`config.mk`:
```
export PLATFORM = sky130hd
export DESIGN_NAME = fifo_rr_sched
export DESIGN_NICKNAME = d
export VERILOG_FILES = /design/src/rtl/fifo_rr_sched.sv
export SDC_FILE = /design/constraint.sdc
export NUM_CORES = 1
export LEC_CHECK = 0
export CORE_UTILIZATION = 41
export CTS_BUF_LIST = sky130_fd_sc_hd__clkbuf_16
export CTS_CLUSTER_DIAMETER = 50
export CTS_CLUSTER_SIZE = 20
export DETAILED_ROUTE_END_ITERATION = 10
export GPL_ROUTABILITY_DRIVEN = 0
export PLACE_DENSITY = 0.82
export REMOVE_ABC_BUFFERS = 1
export SLEW_MARGIN = 20
export SYNTH_ARGS = -nofsm -noshare
export SYNTH_HDL_FRONTEND = slang
export SYNTH_SLANG_ARGS = --single-unit
```
`constraint.sdc`:
```
create_clock -name clk -period 3.78 [get_ports clk]
set_clock_uncertainty 0.1 [all_clocks]
set_input_delay 1.134 -clock clk [delete_from_list [all_inputs] [get_ports clk]]
set_output_delay 1.134 -clock clk [all_outputs]
set_load 0.05 [all_outputs]
```
`src/rtl/fifo_rr_sched.sv`:
```
// Round-robin read scheduler: drains NSRC first-word-fall-through FIFOs into one
// valid/ready stream, one source per burst, each word tagged with its source index.
module fifo_rr_sched #(
  parameter int NSRC   = 4,
  parameter int DATAW  = 8,
  parameter int SRCW   = $clog2(NSRC),
  parameter int BURSTW = 3
) (
  input  logic                  clk,
  input  logic                  rst_n,
  input  logic [NSRC-1:0]       i_empty,
  input  logic [NSRC*DATAW-1:0] i_rd_data,
  output logic [NSRC-1:0]       o_rd_en,
  input  logic [BURSTW-1:0]     i_burst_max,
  output logic                  o_valid,
  output logic [DATAW-1:0]      o_data,
  output logic [SRCW-1:0]       o_src,
  input  logic                  i_ready,
  output logic                  o_busy
);
  typedef enum logic [0:0] {IDLE = 1'b0, SERVE = 1'b1} state_t;

  state_t            state_r, state_s;
  logic [SRCW-1:0]   grant_r, grant_s, last_r, last_s, pick_s, idx_s;
  logic [BURSTW-1:0] cnt_r, cnt_s, lim_r, lim_s;
  logic              found_s, take_s, pop_s;
  logic [DATAW-1:0]  src_data_s [NSRC];

  // Search order starts just after the last served source, so every waiting source is reached.
  always_comb begin
    found_s = 1'b0;
    pick_s  = '0;
    idx_s   = '0;
    for (int i = 1; i <= NSRC; i++) begin
      idx_s = SRCW'((int'(last_r) + i) % NSRC);
      if (!found_s && !i_empty[idx_s]) begin
        found_s = 1'b1;
        pick_s  = idx_s;
      end else begin
        found_s = found_s;
      end
    end
  end

  // Unpack the flat data bus into per-source words.
  always_comb begin
    for (int k = 0; k < NSRC; k++) begin
      src_data_s[k] = i_rd_data[k*DATAW +: DATAW];
    end
  end

  // Next-state logic and the pop strobe; a pop is only issued when the output slot frees up.
  always_comb begin
    state_s = state_r;
    grant_s = grant_r;
    last_s  = last_r;
    cnt_s   = cnt_r;
    lim_s   = lim_r;
    take_s  = !o_valid || i_ready;
    pop_s   = 1'b0;
    o_rd_en = '0;
    case (state_r)
      IDLE: begin
        if (found_s) begin
          grant_s = pick_s;
          lim_s   = (i_burst_max == BURSTW'(0)) ? BURSTW'(1) : i_burst_max;
          cnt_s   = BURSTW'(0);
          state_s = SERVE;
        end else begin
          state_s = IDLE;
        end
      end
      SERVE: begin
        pop_s            = take_s && !i_empty[grant_r];
        o_rd_en[grant_r] = pop_s;
        if (pop_s) begin
          cnt_s = cnt_r + BURSTW'(1);
        end else begin
          cnt_s = cnt_r;
        end
        // Burst limit reached and source drained in the same cycle still leave only once.
        if ((pop_s && (cnt_s == lim_r)) || i_empty[grant_r]) begin
          state_s = IDLE;
          last_s  = grant_r;
        end else begin
          state_s = SERVE;
        end
      end
      default: begin
        state_s = IDLE;
      end
    endcase
  end

  // Scheduler state registers; last resets to NSRC-1 so source 0 is searched first.
  always_ff @(posedge clk or negedge rst_n) begin
    if (!rst_n) begin
      state_r <= IDLE;
      grant_r <= '0;
      last_r  <= SRCW'(NSRC - 1);
      cnt_r   <= BURSTW'(0);
      lim_r   <= BURSTW'(0);
    end else begin
      state_r <= state_s;
      grant_r <= grant_s;
      last_r  <= last_s;
      cnt_r   <= cnt_s;
      lim_r   <= lim_s;
    end
  end

  // Output register: load on pop, drop valid once accepted, hold while stalled.
  always_ff @(posedge clk or negedge rst_n) begin
    if (!rst_n) begin
      o_valid <= 1'b0;
      o_data  <= '0;
      o_src   <= '0;
    end else if (pop_s) begin
      o_valid <= 1'b1;
      o_data  <= src_data_s[grant_r];
      o_src   <= grant_r;
    end else if (o_valid && i_ready) begin
      o_valid <= 1'b0;
    end else begin
      o_valid <= o_valid;
    end
  end

  assign o_busy = (state_r == SERVE);

endmodule

```
==> Word level (Yosys, flattened, before mapping) <==
Index checks and enable logic that the tools add are counted.
{ "classes": {"n_mux": 35, "eq_ne": 2, "reduce_logical": 20, "addsub": 5, "bitwise": 3, "n_lt_le_gt_ge": 7} }
{ "op_table": {"columns": ["operator", "n"], "rows": [
  ["8-bit binary-select mux with 2-bit select", 1],
  ["8-bit 2-to-1 mux", 2],
  ["2-bit by 3-bit less-than comparator with 1-bit output, second input constant", 5],
  ["1-bit 2-to-1 mux", 15],
  ["3-bit 2-to-1 mux", 4],
  ["1-bit binary-select mux with 2-bit select", 5],
  ["2-bit 2-to-1 mux", 4],
  ["1-bit logical AND", 7],
  ["1-bit zero test", 7],
  ["3-bit case mux with 2 select lines", 1],
  ["2-bit by 1-bit adder with 2-bit output, second input constant", 2],
  ["2-bit adder, second input constant", 2],
  ["4-bit bitwise AND", 1],
  ["4-bit 2-to-1 mux", 1],
  ["2-bit AND reduction", 2],
  ["3-bit by 1-bit adder with 3-bit output, second input constant", 1],
  ["3-bit == test", 1],
  ["3-bit >= comparator, second input constant", 1],
  ["3-bit zero test", 1],
  ["2-bit NOT with 3-bit output", 1],
  ["1-bit demux with 2-bit select", 1],
  ["2-bit by 1-bit >= comparator with 1-bit output, second input constant", 1],
  ["1-bit logical OR", 2],
  ["2-bit != test, second input constant", 1],
  ["3 further kinds", 3]
]} }
{ "word_totals": {"wordCells": 80, "inputBits": 42, "register_bits": 22, "output_inout_bits": 16} }

==> Depth between registers and ports, before layout <==
Gate-level depths: netlist of the first run.
{ "depth": {"ltp_word": 14, "ltp_mapped": 6, "depth_no_buf": 5} }

==> Worst setup path before layout of the first run <==
No wires, ideal clock.
{ "synth_timing": {"path_kind": "input to output", "from": "in i_empty[3]", "to": "out o_rd_en[2]", "cell_stages": 5, "setup_slack_ns": -0.350, "t_arrival_ns": 2.896, "path_buffers": 1, "cell_sequence": "mux4_2 -> nor3_4 -> buf_6 -> nand2_1 -> nor2_1"} }
{ "synth_between": {"elab_chain_cells": 6} }
{ "synth_rtl": {"columns": ["element", "line", "rtl"], "rows": [
  ["start, declared", "11", "input logic [NSRC-1:0] i_empty,"],
  ["1-bit binary-select mux with 2-bit select", "74", "pop_s = take_s && !i_empty[grant_r];"],
  ["1-bit 2-to-1 mux (implied by the code)", "74", null],
  ["1-bit zero test", "74", null],
  ["1-bit logical AND", "74", null],
  ["4-bit bitwise AND (no line)", null, null],
  ["4-bit 2-to-1 mux", "62", "case (state_r)"],
  ["end, declared", "13", "output logic [NSRC-1:0] o_rd_en,"]
]} }
No other way between the ends. The select of a mux whose other input is x is not followed.

==> Final worst setup path of the first run <==
{ "layout_timing": {"from": "in i_ready", "to": "out o_rd_en[0]"} }
{ "layout_between": {"elab_chain_cells": 4} }
{ "layout_rtl": {"columns": ["element", "line", "rtl"], "rows": [
  ["start, declared", "18", "input logic i_ready,"],
  ["1-bit logical OR", "59", "take_s = !o_valid || i_ready;"],
  ["1-bit logical AND", "74", null],
  ["4-bit bitwise AND (no line)", null, null],
  ["4-bit 2-to-1 mux", "62", null]
]} }
No other way between the ends.

==> metrics.md, run 1 <==
| Metric | Value |
|---|---|
| CP Launch Type | `primary input` |
| Die Area | `3370 sq um` |
| Failing checks | `DRC` |
| H-tree Lvls | `1` |
| Worst-Skew Late Latency | `0.25 ns` |
| Mapped Area | `1290 sq um` |
| Vias | `1105` |
| Seq/Total Area, Yosys | `43.0%` |
| Synth area leaders | `dfrtp_1 39%, mux4_1 10%, mux2_2 8.8%, mux4_2 7.0%, nand2_1 5.0%` |
| Status | `complete, but fails checks` |
| Dpl ws | `-0.400 ns` |
| Core Footprint | `2850 sq um` |
| Setup crit end kind | `primary output` |
| Measured slew at the worst slew-check pin | `0.526 ns` |
| Worst Path Max Fanout | `8` |
| Post-route ant nets | `0` |
| Power share of the clock group | `16.0%` |
| Setup TNS | `0 ns` |
| Setup-failing EPs final | `0` |
| Port Buffers | `57` |
| Top cells by instance count after synthesis | `20 x dfrtp_1, 17 x nand2_1, 10 x mux2_2` |
| Leak | `0.889 nW` |
| Internal power | `1.09 mW` |
| Switching Share | `40.7%` |
| Share of cells above drive strength 1 | `25.9%` |
| # placed instances | `198` |
| Worst endpoint required time | `2.55 ns` |
| Synth area leader | `dfrtp_1` |
| Diode count | `0` |
| Top cell type's share of synthesized area | `38.9%` |
| Hold Buf Count CTS | `0` |
| Max Cap Viol | `0` |
| Worst rel slew slack | `64.8%` |
| CTS tree | `yes` |
| Die Span Y | `58.0 um` |
| Cell variety after synth | `32` |
| DP Wirelength | `2.32 mm` |
| Pwr/cell area | `876 nW/um^2` |
| WL per Instance | `15.2 um` |
| Vias in the first global route | `1183` |
| Clock sinks | `22` |
| Most common cell in the netlist | `dfrtp_1` |
| Peak Freq | `0.270 GHz` |
| Slew Limit Fails | `0` |
| Yosys reg bits | `22` |
| Clock slew at reported path FFs | `0.05 ns` |
| Initial antenna violation count | `0` |
| HP Class | `reg2reg` |
| # rows | `19` |
| Largest net degree at the start of global routing | `23` |
| CTS Buf Count | `3` |
| Drt drc | `1` |
| Crit path DAT | `2.47 ns` |
| Via density per instance | `5.39` |
| # nets final | `218` |
| Initial DRC Count | `47` |
| TritonRoute pass-1 iters | `7` |
| Area grow syn2layout | `62.5%` |
| Async S/R FF share, synth | `100%` |
| Post-synth EDFFs | `0` |
| GRT overflow | `0` |
| CTS Buffer Depth | `2` |
| Hold Vio Cnt, Final | `0` |
| Sequential Power Share | `24.2%` |
| I/O Pins | `58` |
| Worst vdd ir | `554 uV` |
| Util after Layout | `73.2%` |
| Cells after synthesis | `106` |
| Main synth FF type | `dfrtp_1` |
| Yosys warns | `0` |
| GRT Total Usage | `20.8%` |
| WS Path Type | `in2out` |
| Syn_area_per_cell | `12.1 sq um` |
| First-pass GRT wire length | `5.19 mm` |
| Fin crit period | `3.70 ns` |
| DIE WIDTH | `58.0 um` |
| RSZ-0062 raised after global routing | `false` |
| Net switching power figure | `0.744 mW` |
| Initial core utilization | `45.1%` |
| DRT Wirelength | `3.11 mm` |
| Post-Layout Cell Count | `205` |
| CTS root buf | `clkbuf_16` |
| Gate power share | `59.8%` |
| Final Cycle Share | `97.9%` |
| Fin worst setup slack | `0.0801 ns` |
| Fillers | `206` |
-- path summary, 6_finish.rpt --
check                                           from               endpoint  slack (ns)  cells after the start
worst max-delay path                         i_ready             o_rd_en[0]        0.08                      6
worst min-delay path            lim_r[0]$_DFFE_PN0P_   lim_r[0]$_DFFE_PN0P_        0.40                      2
worst max register to register  cnt_r[0]$_DFFE_PN0P_  last_r[1]$_DFFE_PN1P_        1.77                      5
worst min register to register  lim_r[0]$_DFFE_PN0P_   lim_r[0]$_DFFE_PN0P_        0.40                      2
max in group asynchronous                      rst_n  last_r[1]$_DFFE_PN1P_        2.49                      1
min in group asynchronous                      rst_n  o_data[4]$_DFFE_PN0P_        0.73                      1
-- state kept, by name, summed over array words and instances, names as in the netlist --
register	count
o_src	2
lim_r	3
o_valid	1
grant_r	2
o_data	8
last_r	2
o_busy	1
cnt_r	3
-- per-stage QoR --
step	total power [mW]	hold slack, ns	area (sq um)
detailed placement	1.49	0.389	1970
global placement	1.47	0.377	1970
CTS	1.84	0.402	2090
floorplan	1.13	0.358	1260
global route	1.93	0.432	2090
finish	1.83	0.396	2090
-- area by class of cell --
class | count | area (sq um) | area share (%)
flip-flops and latches | 22 | 553 | 26.5
inverters | 3 | 11.3 | 0.539
well taps | 31 | 38.8 | 1.86
repair buffers | 68 | 681 | 32.6
multi-input cells | 77 | 701 | 33.5
clock inverters | 1 | 30.0 | 1.44
clock buffers | 3 | 75.1 | 3.59
-- routing by layer --
metal,global-route usage (%),part of all wire (%)
met1,23.5,38
met2,38.6,55
met3,5.36,4.5
met4,6.12,2.1
met5,0,0
-- what timing repair did --
action / CTS / global route
setup endpoints to repair: 4 / 3
setup buffers: 3 / 0
pin swaps: 1 / 1
gates resized for setup: 16 / 0
-- power groups by stage --
stage	clock (mW)	sequential [mW]	combinational, mW
global placement	0	0.439	1.03
finish	0.293	0.443	1.09
CTS	0.295	0.444	1.11
floorplan	0	0.694	0.435
detailed placement	0	0.446	1.04
global route	0.311	0.458	1.16
-- worst max-delay path, cell delays in order --
cell             delay (ns)
clkdlybuf4s50_1        0.48
nor2b_1                0.09
nor3_4                 0.23
buf_12                 0.14
nor3b_4                0.22
buf_12                 0.16
-- layout by cell type (no fill, tap or decap) --
cell type / n
nand2_1: 17
dfrtp_1: 20
buf_4: 10
xor2_1: 1
nor2_2: 1
mux4_1: 5
and3_1: 1
a21oi_1: 2
bufinv_16: 1
and2_1: 1
ha_1: 1
o21ai_0: 7
a31oi_1: 1
mux4_2: 4
a22o_1: 1
clkbuf_16: 3
mux2i_1: 1
nor2b_1: 1
nor3b_4: 1
buf_12: 5
o22ai_1: 1
inv_1: 3
nor3_4: 1
clkdlybuf4s50_1: 48
mux2_4: 2
nand2b_1: 1
nor3b_1: 1
nor2_1: 6
o21bai_1: 1
nand4_1: 2
a221o_1: 1
xnor2_1: 4
dfstp_2: 2
mux2_2: 10
and3b_1: 1
nor3_1: 1
buf_2: 5
-- logic make-up after synthesis --
family          share of synthesized area, %
flops                                   43.0
mux                                     29.1
buf+inv                                 3.21
xor+xnor                                3.40
simple gates                            13.8
fa+ha+maj                              0.973
compound gates                          6.52
Power figures use the tool's default switching activity.
==> run 2: changes to the inputs <==
CORE_UTILIZATION = 44   (was 41)
PLACE_DENSITY = 0.87   (was 0.82)
clock period = 4.65 ns   (was 3.78 ns; I/O delays follow)
==> metrics.md, run 2 (same netlist as run 1, synthesis figures left out) <==
| Metric | Value |
|---|---|
| Worst-Skew Late Latency | `0.25 ns` |
| Fin crit period | `4.55 ns` |
| Worst vdd ir | `587 uV` |
| Initial core utilization | `46.6%` |
| Dpl ws | `0.0733 ns` |
| Worst Path Max Fanout | `6` |
| Worst rel slew slack | `36.5%` |
| Leak | `0.850 nW` |
| Fin worst setup slack | `0.0952 ns` |
| Clock slew at reported path FFs | `0.06 ns` |
| Share of cells above drive strength 1 | `20.6%` |
| Measured slew at the worst slew-check pin | `0.949 ns` |
| Vias in the first global route | `1134` |
| Diode count | `0` |
| Largest net degree at the start of global routing | `23` |
| Vias | `1093` |
| Pwr/cell area | `682 nW/um^2` |
| DP Wirelength | `2.57 mm` |
| # rows | `19` |
| Crit path DAT | `3.06 ns` |
| CTS tree | `yes` |
| Util after Layout | `74.0%` |
| Post-route total power | `1.39 mW` |
| Die Span Y | `56.1 um` |
| Largest regs | `o_data (8), cnt_r (3), lim_r (3)` |
| Hold Vio Cnt, Final | `0` |
| Max reg flops | `8` |
| I/O Pins | `58` |
| Post-route ant nets | `0` |
| Via density per instance | `5.44` |
| Clock sinks | `22` |
| Hold slack | `0.406 ns` |
| Worst endpoint required time | `3.15 ns` |
| CTS Buffer Depth | `2` |
| Status | `complete, no violations` |
| Post-CTS Setup Repair Bufs | `0` |
| Final Cycle Share | `98.0%` |
| Initial DRC Count | `29` |
| Port Buffers | `57` |
| Commonest non-fill, non-tap cells in the layout | `53 x clkdlybuf4s50_1, 20 x dfrtp_1, 17 x nand2_1, 10 x mux2_2` |
| First-pass GRT wire length | `5.55 mm` |
| WS Path Type | `in2out` |
| CTS Buf Count | `3` |
| TritonRoute pass-1 iters | `4` |
| Post-cts resize count | `0` |
| WL per Instance | `16.6 um` |
| Hold Buf Count CTS | `0` |
| H-tree Lvls | `1` |
| Die Area | `3140 sq um` |
| Peak Freq | `0.220 GHz` |
| Initial antenna violation count | `0` |
| DIE WIDTH | `56.1 um` |
| Setup-failing EPs final | `0` |
| CTS root buf | `clkbuf_16` |
| Area grow syn2layout | `58.6%` |
| Max Cap Viol | `0` |
| DRT Wirelength | `3.34 mm` |
| Most common cell after layout, fill and taps aside | `clkdlybuf4s50_1` |
| Reg with most FFs | `o_data` |
| HP Class | `reg2reg` |
| Setup crit end kind | `primary output` |
| RSZ-0062 raised after global routing | `false` |
| GRT Total Usage | `22.8%` |
| Slew Limit Fails | `0` |
| # nets final | `214` |
| GRT overflow | `0` |
| Drt drc | `0` |
| Core Footprint | `2760 sq um` |
| CP Launch Type | `primary input` |
-- run 2: changes by cell type in the layout (fill, tap and decap cells not counted), sizes merged --
cell,before,now
buf,20,11
bufinv,1,0
clkinv,0,1
clkdlybuf4s50,48,53
-- run 2: final timing paths --
kind                                   startpoint                      to  slack (ns)  cells after the start
hold / removal               lim_r[0]$_DFFE_PN0P_    lim_r[0]$_DFFE_PN0P_        0.41                      2
max in group asynchronous                   rst_n  grant_r[1]$_DFFE_PN0P_        2.30                      1
min in group asynchronous                   rst_n   o_data[0]$_DFFE_PN0P_        1.58                      1
setup reg to reg           grant_r[0]$_DFFE_PN0P_    o_src[0]$_DFFE_PN0P_        2.10                      4
hold reg to reg              lim_r[0]$_DFFE_PN0P_    lim_r[0]$_DFFE_PN0P_        0.41                      2
setup / recovery                       i_empty[3]              o_rd_en[0]         0.1                      5
-- run 2: report_power, final --
group	total [mW]	internal [mW]	switching, mW
Sequential	0.406	0.293	0.114
Combinational	0.807	0.387	0.419
Clock	0.177	0.114	0.0624
Total	1.39	0.794	0.596
-- run 2: area by class of cell --
| cell class | count | area [sq um] |
|---|---|---|
| Clock buffer | 3 | 75.1 |
| Clock inverter | 1 | 3.75 |
| Fill cell | 199 | 718 |
| Inverter | 3 | 11.3 |
| Multi-Input combinational cell | 77 | 694 |
| Sequential cell | 22 | 553 |
| Tap cell | 31 | 38.8 |
| Timing Repair Buffer | 64 | 663 |
-- run 2: critical path, stage by stage --
cell and delay [ns]:
clkdlybuf4s50_1 0.43, mux4_2 0.53, nor3_4 0.25, nor3b_2 0.28
buf_12 0.17
-- run 2: routing by layer --
| layer | up-vias | GRT usage (%) | wire length, um |
|---|---|---|---|
| li1 | 515 | - | - |
| met1 | 538 | 28.0 | 1290 |
| met2 | 36 | 43.0 | 1850 |
| met3 | 4 | 4.65 | 150 |
| met4 | 0 | 1.39 | 42 |
| met5 | - | 0 | 0 |
-- run 2: through the flow --
stage                     cells  setup TNS, ns  area (sq um)
after floorplan             102        -0.0618          1260
after global placement      197              0          1960
after detailed placement    197              0          1960
after CTS                   201              0          2040
after global routing        201              0          2040
final                       201              0          2040
==> run 3: changes to the inputs <==
CORE_MARGIN = 10   (was default)
CORE_UTILIZATION = 65   (was 44)
DONT_BUFFER_PORTS = 1   (was default)
PLACE_DENSITY = 0.84   (was 0.87)
SKIP_CTS_REPAIR_TIMING = 1   (was default)
==> metrics.md, run 3 (same netlist as run 1, synthesis figures left out) <==
| Metric | Value |
|---|---|
| Status | `complete, no violations` |
| Slew Limit Fails | `0` |
| CTS Buffer Depth | `2` |
| I/O Pins | `58` |
| Worst-Skew Late Latency | `0.25 ns` |
| Reg with most FFs | `o_data` |
| CP Launch Type | `primary input` |
| Power share of the clock group | `14.5%` |
| Setup-failing EPs final | `0` |
| Largest regs | `o_data (8), cnt_r (3), lim_r (3)` |
| Fillers | `126` |
| Port Buffers | `0` |
| Setup TNS | `0 ns` |
| Max Cap Viol | `0` |
| Die Area | `4160 sq um` |
| # rows | `16` |
| Net switching power figure | `0.564 mW` |
| Reg2reg path depth | `5` |
| Leak | `0.617 nW` |
| DP Wirelength | `2.37 mm` |
| Most common cell after layout, fill and taps aside | `dfrtp_1` |
| WS Path Type | `in2out` |
| Worst reg2reg endpoint | `o_data[1]$_DFFE_PN0P_` |
| Gate power share | `38.7%` |
| Reg2reg start | `grant_r[0]$_DFFE_PN0P_` |
| Largest net degree at the start of global routing | `23` |
| Internal power | `0.660 mW` |
| CTS root buf | `clkbuf_16` |
| Area grow syn2layout | `11.9%` |
| Diode count | `0` |
| Via density per instance | `6.23` |
| # nets final | `156` |
| CTS Buf Count | `3` |
| Setup crit end kind | `primary output` |
| Pwr/cell area | `851 nW/um^2` |
| # placed instances | `135` |
| Clock sinks | `22` |
| CP delay by family, top | `simple AND/OR/NAND/NOR gates` |
| Switching Share | `46.1%` |
| WP depth | `4` |
| Post-route ant nets | `0` |
| Crit path DAT | `2.76 ns` |
| Buf/Inv on CP | `1` |
| M3 GR Usage | `7.39%` |
| Commonest non-fill, non-tap cells in the layout | `20 x dfrtp_1, 17 x nand2_1, 10 x mux2_2, 7 x nor2_1, 7 x o21ai_0` |
| Max reg flops | `8` |
| Util after Layout | `74.9%` |
| H-tree Lvls | `1` |
| Vias | `866` |
| Die Span Y | `64.5 um` |
| M2 GR Usage | `21.8%` |
| Share of cells above drive strength 1 | `25.9%` |
| Peak Freq | `0.235 GHz` |
| Core Footprint | `1920 sq um` |
| GRT Total Usage | `14.4%` |
| Worst hold path endpoint | `lim_r[0]$_DFFE_PN0P_` |
| HP Class | `reg2reg` |
| CP Cell Sequence | `mux4_2 -> nor3_4 -> nor3b_2 -> buf_4` |
| Hold depth | `2` |
| Layer with the highest usage | `met2` |
| Sequential Power Share | `46.8%` |
| Worst Path Max Fanout | `9` |
| Hold Vio Cnt, Final | `0` |
| Worst vdd ir | `613 uV` |
| Register area | `553 sq um` |
| Initial antenna violation count | `0` |
| Clock slew at reported path FFs | `0.06 ns` |
| Final Cycle Share | `91.4%` |
| Slowest stage delay, CP | `0.53 ns` |
| Post-Layout Cell Count | `139` |
| Drt drc | `0` |
| Crit path max-delay cell type | `mux4_2` |
| Measured slew at the worst slew-check pin | `0.571 ns` |
| Initial DRC Count | `32` |
| First-pass GRT wire length | `4.79 mm` |
| TritonRoute pass-1 iters | `4` |
| DIE WIDTH | `64.5 um` |
| RSZ-0062 raised after global routing | `false` |
| CTS tree | `yes` |
| Vias in the first global route | `897` |
| Worst Min Path Start | `lim_r[0]$_DFFE_PN0P_` |
| DRT Wirelength | `2.99 mm` |
| Worst endpoint required time | `3.15 ns` |
| WL per Instance | `21.5 um` |
| Fin crit period | `4.25 ns` |
| Area of the multi-input gates | `692 sq um` |
| Met1 usage | `17.2%` |
| Initial core utilization | `66.9%` |
| R2R Setup Slk | `2.27 ns` |
| GRT overflow | `0` |
| Worst rel slew slack | `62.0%` |
==> run 3: cell count changes in the layout (fill, tap and decap cells not counted) <==
cell and delta:
inv_1 +1, clkdlybuf4s50_1 -53, nor2_2 -1, clkinv_1 -1, buf_12 -2, nor2_1 +1, buf_4 -3
==> run 3: worst max path at each step <==
stage / start / to / slack, ns
floorplan: i_empty[3] / o_rd_en[2] / -0.04
global placement: i_empty[3] / o_rd_en[0] / 0.45
detailed placement: i_empty[3] / o_rd_en[0] / 0.41
CTS: i_empty[3] / o_rd_en[0] / 0.40
global route: i_empty[3] / o_rd_en[2] / 0.31
finish: i_empty[3] / o_rd_en[0] / 0.40
==> run 3: routing by layer <==
metal / routed length (um) / up-vias
met3: 351 / 6
met2: 1450 / 43
met4: 42 / 0
met1: 1150 / 418
li1: - / 399
met5: 0 / -
==> run 3: through the flow <==
| step | hold WS (ns) | worst slack [ns] | power, mW | instance area [sq um] |
|---|---|---|---|---|
| 3_5_place_dp | 0.384 | 0.410 | 1.05 | 1360 |
| 4_1_cts | 0.397 | 0.395 | 1.23 | 1440 |
| 3_3_place_gp | 0.373 | 0.449 | 1.02 | 1360 |
| 5_1_grt | 0.424 | 0.311 | 1.29 | 1440 |
| 2_1_floorplan | 0.358 | -0.0435 | 0.917 | 1260 |
| 6_report | 0.397 | 0.399 | 1.22 | 1440 |
==> run 3: final cells by class <==
type	count	share of cell area, %
clock buffers	3	5.22
clock inverters	1	0.261
inverters	3	0.783
multi-input cells	77	48.1
flip-flops and latches	22	38.4
well taps	27	2.35
repair buffers	6	4.87
==> run 3: power groups by stage <==
stage / clock network (mW) / logic, mW / registers, mW
final: 0.178 / 0.474 / 0.573
after CTS: 0.179 / 0.475 / 0.575
after floorplan: 0 / 0.353 / 0.564
after detailed placement: 0 / 0.471 / 0.578
after global placement: 0 / 0.451 / 0.573
after global routing: 0.189 / 0.513 / 0.587
==> run 3: tightest hold or removal path, delay by kind of cell (launching register included) <==
| kind | cells | cell delay (ns) |
|---|---|---|
| simple gates | 2 | 0.10 |
| flops | 1 | 0.36 |
